**src/rtl/pipe_mdu_seq.sv**
```systemverilog
// pipe_mdu_seq: 32-iteration MULT/MULTU/DIV/DIVU sequencer for the EXE stage; divider built only with MDU_DIV_EN.
// Latency: 33 stall cycles from acceptance in IDLE, then a one-cycle DONE with HI/LO updated.
// Backpressure: mdu_stall holds the front of the pipe while IDLE-accepting or RUN; ecancel kills an op without touching HI/LO.
module pipe_mdu_seq (
  input  logic        clock,
  input  logic        resetn,
  input  logic        estart,
  input  logic [1:0]  emduop,
  input  logic [31:0] ea,
  input  logic [31:0] eb,
  input  logic        ecancel,
  output logic        mdu_stall,
  output logic        mdu_done,
  output logic        mdu_busy,
  output logic [31:0] hi,
  output logic [31:0] lo
);

  typedef enum logic [1:0] {S_IDLE, S_RUN, S_DONE} state_t;

  state_t      state_q, state_d;
  logic [5:0]  cnt_q, cnt_d;
  logic [63:0] acc_q, acc_d;
  logic [31:0] opb_q, opb_d;
  logic        rsign_q, rsign_d;
  logic [31:0] hi_q, hi_d;
  logic [31:0] lo_q, lo_d;

  logic        op_ok;
  logic        start;
  logic        sa, sb;
  logic [31:0] abs_a, abs_b;
  logic [32:0] mul_sum;
  logic [63:0] mul_next;
  logic [63:0] step_next;
  logic [63:0] prod_fix;
  logic [31:0] res_hi, res_lo;

`ifdef MDU_DIV_EN
  logic        is_div_q, is_div_d;
  logic        asign_q, asign_d;
  logic [32:0] div_r;
  logic        div_ge;
  logic [31:0] div_sub;
  logic [63:0] div_next;
  logic [31:0] quo, rem;

  assign op_ok = 1'b1;
`else
  assign op_ok = ~emduop[1];
`endif

  assign start = estart & ~ecancel & op_ok;
  assign sa    = ~emduop[0] & ea[31];
  assign sb    = ~emduop[0] & eb[31];
  assign abs_a = sa ? (32'd0 - ea) : ea;
  assign abs_b = sb ? (32'd0 - eb) : eb;

  // Multiply: acc holds {partial product, remaining multiplier bits}.
  assign mul_sum  = {1'b0, acc_q[63:32]} + {1'b0, (acc_q[0] ? opb_q : 32'd0)};
  assign mul_next = {mul_sum, acc_q[31:1]};
  assign prod_fix = rsign_q ? (64'd0 - step_next) : step_next;

`ifdef MDU_DIV_EN
  // Divide: acc holds {remainder, quotient}; the difference fits 32 bits whenever it is kept.
  assign div_r    = acc_q[63:31];
  assign div_ge   = (div_r >= {1'b0, opb_q});
  assign div_sub  = div_r[31:0] - opb_q;
  assign div_next = div_ge ? {div_sub, acc_q[30:0], 1'b1} : {div_r[31:0], acc_q[30:0], 1'b0};
  assign step_next = is_div_q ? div_next : mul_next;
  assign quo = step_next[31:0];
  assign rem = step_next[63:32];

  always_comb begin
    res_hi = prod_fix[63:32];
    res_lo = prod_fix[31:0];
    if (is_div_q) begin
      // Divide-by-zero leaves the dividend in rem, so sign-fixing it restores ea.
      res_hi = asign_q ? (32'd0 - rem) : rem;
      if (opb_q == 32'd0) begin
        res_lo = 32'hFFFF_FFFF;
      end else begin
        res_lo = rsign_q ? (32'd0 - quo) : quo;
      end
    end
  end
`else
  assign step_next = mul_next;

  always_comb begin
    res_hi = prod_fix[63:32];
    res_lo = prod_fix[31:0];
  end
`endif

  always_comb begin
    state_d = state_q;
    cnt_d   = cnt_q;
    acc_d   = acc_q;
    opb_d   = opb_q;
    rsign_d = rsign_q;
    hi_d    = hi_q;
    lo_d    = lo_q;
`ifdef MDU_DIV_EN
    is_div_d = is_div_q;
    asign_d  = asign_q;
`endif
    case (state_q)
      S_IDLE: begin
        if (start) begin
          state_d = S_RUN;
          cnt_d   = 6'd0;
          rsign_d = sa ^ sb;
          acc_d   = {32'd0, abs_b};
          opb_d   = abs_a;
`ifdef MDU_DIV_EN
          is_div_d = emduop[1];
          asign_d  = sa;
          if (emduop[1]) begin
            acc_d = {32'd0, abs_a};
            opb_d = abs_b;
          end
`endif
        end
      end
      S_RUN: begin
        if (ecancel) begin
          state_d = S_IDLE;
        end else begin
          acc_d = step_next;
          cnt_d = cnt_q + 6'd1;
          if (cnt_q == 6'd31) begin
            state_d = S_DONE;
            hi_d    = res_hi;
            lo_d    = res_lo;
          end
        end
      end
      S_DONE:  state_d = S_IDLE;
      default: state_d = S_IDLE;
    endcase
  end

  always_ff @(posedge clock or negedge resetn) begin
    if (!resetn) begin
      state_q <= S_IDLE;
      cnt_q   <= 6'd0;
      acc_q   <= 64'd0;
      opb_q   <= 32'd0;
      rsign_q <= 1'b0;
      hi_q    <= 32'd0;
      lo_q    <= 32'd0;
`ifdef MDU_DIV_EN
      is_div_q <= 1'b0;
      asign_q  <= 1'b0;
`endif
    end else begin
      state_q <= state_d;
      cnt_q   <= cnt_d;
      acc_q   <= acc_d;
      opb_q   <= opb_d;
      rsign_q <= rsign_d;
      hi_q    <= hi_d;
      lo_q    <= lo_d;
`ifdef MDU_DIV_EN
      is_div_q <= is_div_d;
      asign_q  <= asign_d;
`endif
    end
  end

  assign mdu_stall = estart & ~ecancel & (((state_q == S_IDLE) & op_ok) | (state_q == S_RUN));
  assign mdu_busy  = (state_q == S_RUN);
  assign mdu_done  = (state_q == S_DONE);
  assign hi        = hi_q;
  assign lo        = lo_q;

endmodule

```
**config.mk**
```make
export PLATFORM = sky130hd
export DESIGN_NAME = pipe_mdu_seq
export DESIGN_NICKNAME = d
export VERILOG_FILES = /design/src/rtl/pipe_mdu_seq.sv
export SDC_FILE = /design/constraint.sdc
export NUM_CORES = 1
export LEC_CHECK = 0
export CAP_MARGIN = 20
export CORE_UTILIZATION = 29
export DETAILED_ROUTE_END_ITERATION = 10
export GPL_TIMING_DRIVEN = 1
export RECOVER_POWER = 25
export SLEW_MARGIN = 20
export SYNTH_ARGS = -nofsm -noshare
export SYNTH_HDL_FRONTEND = slang
export SYNTH_SLANG_ARGS = --single-unit
```
**constraint.sdc**
```tcl
create_clock -name clock -period 5.4 [get_ports clock]
set_input_delay 1.08 -clock clock [delete_from_list [all_inputs] [get_ports clock]]
set_output_delay 1.08 -clock clock [all_outputs]
set_load 0.1 [all_outputs]
```
==> results of run 1 <==
-- routing by layer --
metal  vias up  wire, um
li1       5126         -
met4         0       362
met1      4801     16800
met5         -         0
met2       310     14600
met3        26      1760
-- critical path, cell delays in order (launching register included) --
cell       delay, ps
dfrtp_1          720
and2_1           310
ha_1             230
fa_1             460
a211oi_2         300
nor3_1           140
nor3_1           240
xor2_1           390
o2111ai_1        230
and4b_1          450
nand3_1          230
or3_1            440
or4_1            500
nand3_1           90
-- layout make-up --
cell class / instances / area [um2]
repair buffers: 158 / 1540
clock inverters: 14 / 150
fillers: 4010 / 24900
clock buffers: 18 / 429
flip-flops and latches: 169 / 4230
inverters: 16 / 60.1
well taps: 518 / 648
multi-input cells: 1120 / 6890
-- sequential cells by signal, indices dropped and copies added, names as in the netlist --
name     cells
acc_q       64
hi          32
lo          32
opb_q       32
cnt_q        6
state_q      2
rsign_q      1
-- power by group --
part / internal, uW / switching [uW] / leakage [uW] / total, uW
Sequential: 1440 / 207 / 0.00225 / 1650
Combinational: 648 / 1000 / 0.00327 / 1650
Clock: 617 / 602 / 0.000276 / 1220
Total: 2700 / 1810 / 0.00580 / 4510
-- cells by family (layout without fill, tap and decap cells) --
group                      count (synthesis)  after routing
and+or+nand+nor                          519            519
xor gates and xnor gates                 135            135
AOI/OAI and AO/OA                        421            421
buffers and inverters                     93            206
adders and majority gates                 37             37
muxes                                      8              8
DFF                                      169            169
-- cell usage after synthesis (11+ instances only) --
cell,n
nand2_1,215
o21ai_0,199
dfrtp_1,169
a21oi_1,84
xor2_1,78
nor2_1,77
clkbuf_1,66
xnor2_1,56
nand3_1,46
and2_1,41
ha_1,36
o31ai_1,23
nor3_1,22
or3_1,16
inv_1,15
o21ai_1,15
a21o_1,14
or4_1,13
nand2b_1,12
nor4_1,11
-- worst paths after layout --
kind                           from        end  slack [ps]  cells past startpoint
max                        acc_q[0]     hi[31]         580                     13
min                          lo[17]     lo[17]         480                      2
max reg2reg                acc_q[0]     hi[31]         580                     13
min reg2reg                  lo[17]     lo[17]         480                      2
max in group asynchronous    resetn  acc_q[57]        1290                      1
min in group asynchronous    resetn     lo[23]        2040                      1
-- per-stage QoR --
step                      setup slack [ps]  instances  hold slack [ps]
after floorplan                        983       1382              442
after detailed placement               592       1981              463
final                                  584       2013              475
after global placement                 672       1981              456
after global routing                   174       2013              508
after CTS                              560       2013              479
==> summary.md, run 1 <==
| Metric | Value |
|---|---|
| Fraction of synthesized area in multiplexers | `less than 1%` |
| Drt total wl | `33500 um` |
| Crit-path max FO | `33` |
| Yosys top cell by area | `dfrtp_1` |
| Crit path arrival time | `5210 ps` |
| FF+latch count, synth | `between 150 and 200` |
| Final Max Slew Viols | `76` |
| Clock Tree Root | `clkbuf_16` |
| Longest Clk Path Bufs | `2` |
| Ant diodes | `0` |
| Cell count after synthesis | `1382` |
| Clock-pin slew on the worst setup and hold paths | `80 ps` |
| Worst-Margin Slew | `3570 ps` |
| Final-report hold violation count | `0` |
| Drt first pass iters | `5` |
| Final instance area | `13900 um2` |
| # DRC | `0` |
| Mapped Area | `11500 um2` |
| Largest family of logic cells by synthesized area | `simple AND/OR/NAND/NOR gates` |
| Seq/Total Area, Yosys | `36.9%` |
| Max cap viols | `1` |
| Die Y | `about 200 um` |
| Worst vdd ir | `190 uV` |
| Fmax achieved | `about 210 MHz` |
| Most Crowded Layer GR | `met2` |
| Post-synth EDFFs | `0` |
| Post-CTS Hold Fix Bufs | `0` |
| Simple-gate share of the synthesized area | `22.7%` |
| Hold crit path type | `reg -> reg` |
| Initial antenna violation count | `0` |
| Asr flop ratio synth | `100%` |
| CTS Sinks | `169` |
| Static Leak | `0.00580 uW` |
| All-Layer GR Usage | `between 15 and 20%` |
| Met2 Track Usage GR | `25.6%` |
| Total CTS buffers | `17` |
| Worst-Skew Late Latency | `450 ps` |
| Slew Limit Headroom | `-138%` |
| Cell variety after synth | `78` |
| RSZ-0062 raised after global routing | `no` |
| P&R area growth vs syn | `21.7%` |
| PnR Total Power | `~4500 uW` |
| Warnings from Yosys | `0` |
| Core Footprint | `38800 um2` |
| PwrDens | `~320 nW/um2` |
| Crit path time final | `4820 ps` |
| Drt via density | `5.10` |
| IO Port Bufs | `136` |
| Num ports | `around 140` |
| Period utilization | `89.2%` |
| Worst setup EP type | `flop` |
| H-tree level count | `4` |
| Final setup viols | `0` |
| CP Class | `reg -> reg` |
| First-pass GRT wire length | `~54000 um` |
| Adder-cell share of the synthesized area | `4.11%` |
| Post-Syn Nets | `roughly 1500` |
| Postcts setup bufs | `0` |
| Vias in the first global route | `9878` |
| Clk_skew | `21.4 ps` |
| Via Count | `10300` |
| Failing checks | `max-capacitance violations, max-slew violations` |
| Synth Area per Inst | `about 8.3 um2` |
| Most frequent cells in the layout | `214 x nand2_1, 199 x o21ai_0, 168 x dfrtp_1` |
| Setup TNS | `0 ps` |
| Largest net degree at the start of global routing | `95` |
| Layout cell share with drive strength beyond 1 | `between 6 and 7%` |
| XOR/XNOR Fraction of Synth Area | `10.4%` |
| Met3 usage | `2.78%` |
| WP data required | `5790 ps` |
| Met1 Usage GRT | `around 25%` |
| Fin util | `35.9%` |
| Per-cell routed wire length | `16.6 um` |
| Commonest non-fill, non-tap cell in the layout | `nand2_1` |
| Total Nets Final | `1589` |
| Critical Path Source Type | `flop` |
| Die Area | `40300 um2` |
| DR iter-0 viols | `647` |
| FP Rows | `72` |
| Area contributors post-synth | `dfrtp_1 37%, o21ai_0 8.7%, nand2_1 7.0%` |
| Status | `finished with violations` |
| Grt ovf | `0` |
| Compound-cell area share of the yosys netlist | `22.1%` |
| Main synth FF type | `dfrtp_1` |
| Placer Congestion | `slightly below 0.9` |
| Top cell type's share of synthesized area | `36.9%` |
| PostCTS Resize Cnt | `0` |
| Placed cell areas | `roughly 13000 um2` |
| CTS tree | `yes` |
| Starting Density | `29.5%` |
| Width of the die | `201 um` |
| Antenna Nets Post-Route | `0` |
| DP HPWL | `roughly 25000 um` |
Power figures use the tool's default switching activity.
==> inputs of run 2 (changes only) <==
Settings changed: DONT_BUFFER_PORTS set to 1.
==> run 2 against run 1 <==
  * The flow now finishes without violations
  * Via count decreased by 4.6%
  * Die area unchanged
  * Sequential cell count unchanged
  * First-iteration DRC count up 0.62%
  * Largest power group unchanged
==> summary.md, run 2 (synthesized netlist as in run 1, its figures left out) <==
| Metric | Value |
|---|---|
| Status | `completed` |
| Core Footprint | `between 30000 and 40000 um2` |
| CTS Sinks | `between 150 and 200` |
| PwrDens | `361 nW/um2` |
| First-pass GRT wire length | `52700 um` |
| Slew Limit Headroom | `22.1%` |
| Worst path cell trace | `and2_1, ha_1, fa_1, a211oi_2, nor3_1, nor3_1, xor2_1, o2111ai_1, and4b_1, nand3_1, or3_1, or4_1, nand3_1` |
| Drt total wl | `32800 um` |
| Final-report hold violation count | `0` |
| Layout cell share with drive strength beyond 1 | `around 6.4%` |
| Via Count | `slightly below 10000` |
| CP peak stage delay | `730 ps` |
| WP data required | `approximately 5800 ps` |
| DR iter-0 viols | `651` |
| PnR Total Power | `4530 uW` |
| Postcts setup bufs | `0` |
| Crit path time final | `4980 ps` |
| Hold crit path type | `in -> async` |
| All-Layer GR Usage | `between 10% and 20%` |
| Drt via density | `approximately 5.2` |
| Crit path arrival time | `5360 ps` |
| Vias in the first global route | `9286` |
| Max cap viols | `0` |
| Period utilization | `between 90% and 100%` |
| Largest net degree at the start of global routing | `170` |
| Worst-Skew Late Latency | `440 ps` |
| Ant diodes | `0` |
| Final setup viols | `0` |
| Post-CTS Hold Fix Bufs | `0` |
| Static Leak | `approximately 0.0053 uW` |
| WP depth | `13` |
| Filler Cells Inserted | `about 4000` |
| Clock-pin slew on the worst setup and hold paths | `70 ps` |
| H-tree level count | `4` |
| Critical Path Source Type | `flop` |
| Width of the die | `201 um` |
| Crit-path slowest cell | `dfrtp_1` |
| Fmax achieved | `201 MHz` |
| Num ports | `between 100 and 150` |
| Worst vdd ir | `181 uV` |
| RSZ-0062 raised after global routing | `no` |
| Fin Hold WS | `about 330 ps` |
| Placer Congestion | `0.863` |
| CP Class | `reg -> reg` |
| Commonest non-fill, non-tap cell in the layout | `nand2_1` |
| Per-cell routed wire length | `17.6 um` |
| FP Rows | `around 70` |
| Number of flip-flops in the largest register | `64` |
| Fin worst setup slack | `418 ps` |
| Largest Register | `acc_q` |
| PostCTS Resize Cnt | `0` |
| Clock Tree Root | `clkbuf_16` |
| Most frequent cells in the layout | `214 x nand2_1, 198 x o21ai_0, 168 x dfrtp_1` |
| Starting Density | `29.5%` |
| P&R area growth vs syn | `9.62%` |
| Antenna Nets Post-Route | `0` |
| Total CTS buffers | `17` |
| Crit-path max FO | `33` |
| Setup TNS | `0 ps` |
| Worst-Margin Slew | `1170 ps` |
| IO Port Bufs | `0` |
| Initial antenna violation count | `1` |
| DP HPWL | `24700 um` |
| Dpl ws | `547 ps` |
| Final Max Slew Viols | `0` |
| Worst path bufs/invs | `0` |
| CTS tree | `yes` |
| Drt first pass iters | `5` |
| Worst setup EP type | `flop` |
| Clk_skew | `8.79 ps` |
| Die Area | `40300 um2` |
| Largest delay contributor family on the critical path | `simple AND/OR/NAND/NOR gates` |
| # DRC | `0` |
| Longest Clk Path Bufs | `2` |
| Grt ovf | `0` |
| Worst-case reg-to-reg path depth | `13` |
| Total Nets Final | `1443` |
| Die Y | `approximately 200 um` |
run 2: cell types whose count changed in the layout (fill, tap and decap cells not counted), sizes merged:
cell           change
clkdlybuf4s50    -134
buf               -11
bufinv             +4
clkinv             -2
clkinvlp           -2
clkdlybuf4s25      -1
run 2: power breakdown:
part / switching, uW / internal, uW
combinational: 945 / 585
sequential: 207 / 1440
clock: 568 / 789
run 2: stage by stage:
| stage | instance area [um2] | cells | utilization (%) |
|---|---|---|---|
| 6_report | 12600 | 1867 | 32.4 |
| 5_1_grt | 12600 | 1867 | 32.4 |
| 4_1_cts | 12600 | 1867 | 32.4 |
| 3_5_place_dp | 11900 | 1835 | 30.7 |
| 3_3_place_gp | 11900 | 1835 | 30.7 |
| 2_1_floorplan | 11500 | 1382 | - |
run 2: worst paths after layout:
check | from | end | slack (ps)
setup reg to reg | acc_q[0] | hi[31] | 420
hold / removal | resetn | lo[24] | 330
setup / recovery | acc_q[0] | hi[31] | 420
min in group clock | opb_q[6] | opb_q[6] | 480
hold reg to reg | opb_q[6] | opb_q[6] | 480
max in group asynchronous | resetn | acc_q[59] | 4830
run 2: metal layers:
metal / vias to the layer above / wire, um / global-route usage (%) / share of wire (%)
li1: 4819 / - / - / -
met1: 4614 / 15500 / 23.5 / 47
met2: 327 / 14200 / 24.9 / 43
met3: 30 / 2620 / 3.91 / 8.0
met4: 0 / 464 / 4.31 / 1.4
met5: - / 0 / 0 / 0
run 2: cell type report:
type / count / area (um2) / share of cell area (%)
multi-input combinational: 1120 / 6900 / 54.9
sequential: 169 / 4230 / 33.7
tap: 518 / 648 / 5.16
clock buffer: 18 / 429 / 3.42
clock inverter: 14 / 208 / 1.65
timing repair buffer: 12 / 90.1 / 0.717
inverter: 16 / 60.1 / 0.478
run 2: worst register-to-register path, cell delays in order (launching register included):
cell	delay, ps
dfrtp_1	730
and2_1	350
ha_1	240
fa_1	440
a211oi_2	310
nor3_1	150
nor3_1	270
xor2_1	440
o2111ai_1	250
and4b_1	450
nand3_1	230
or3_1	450
or4_1	510
nand3_1	90
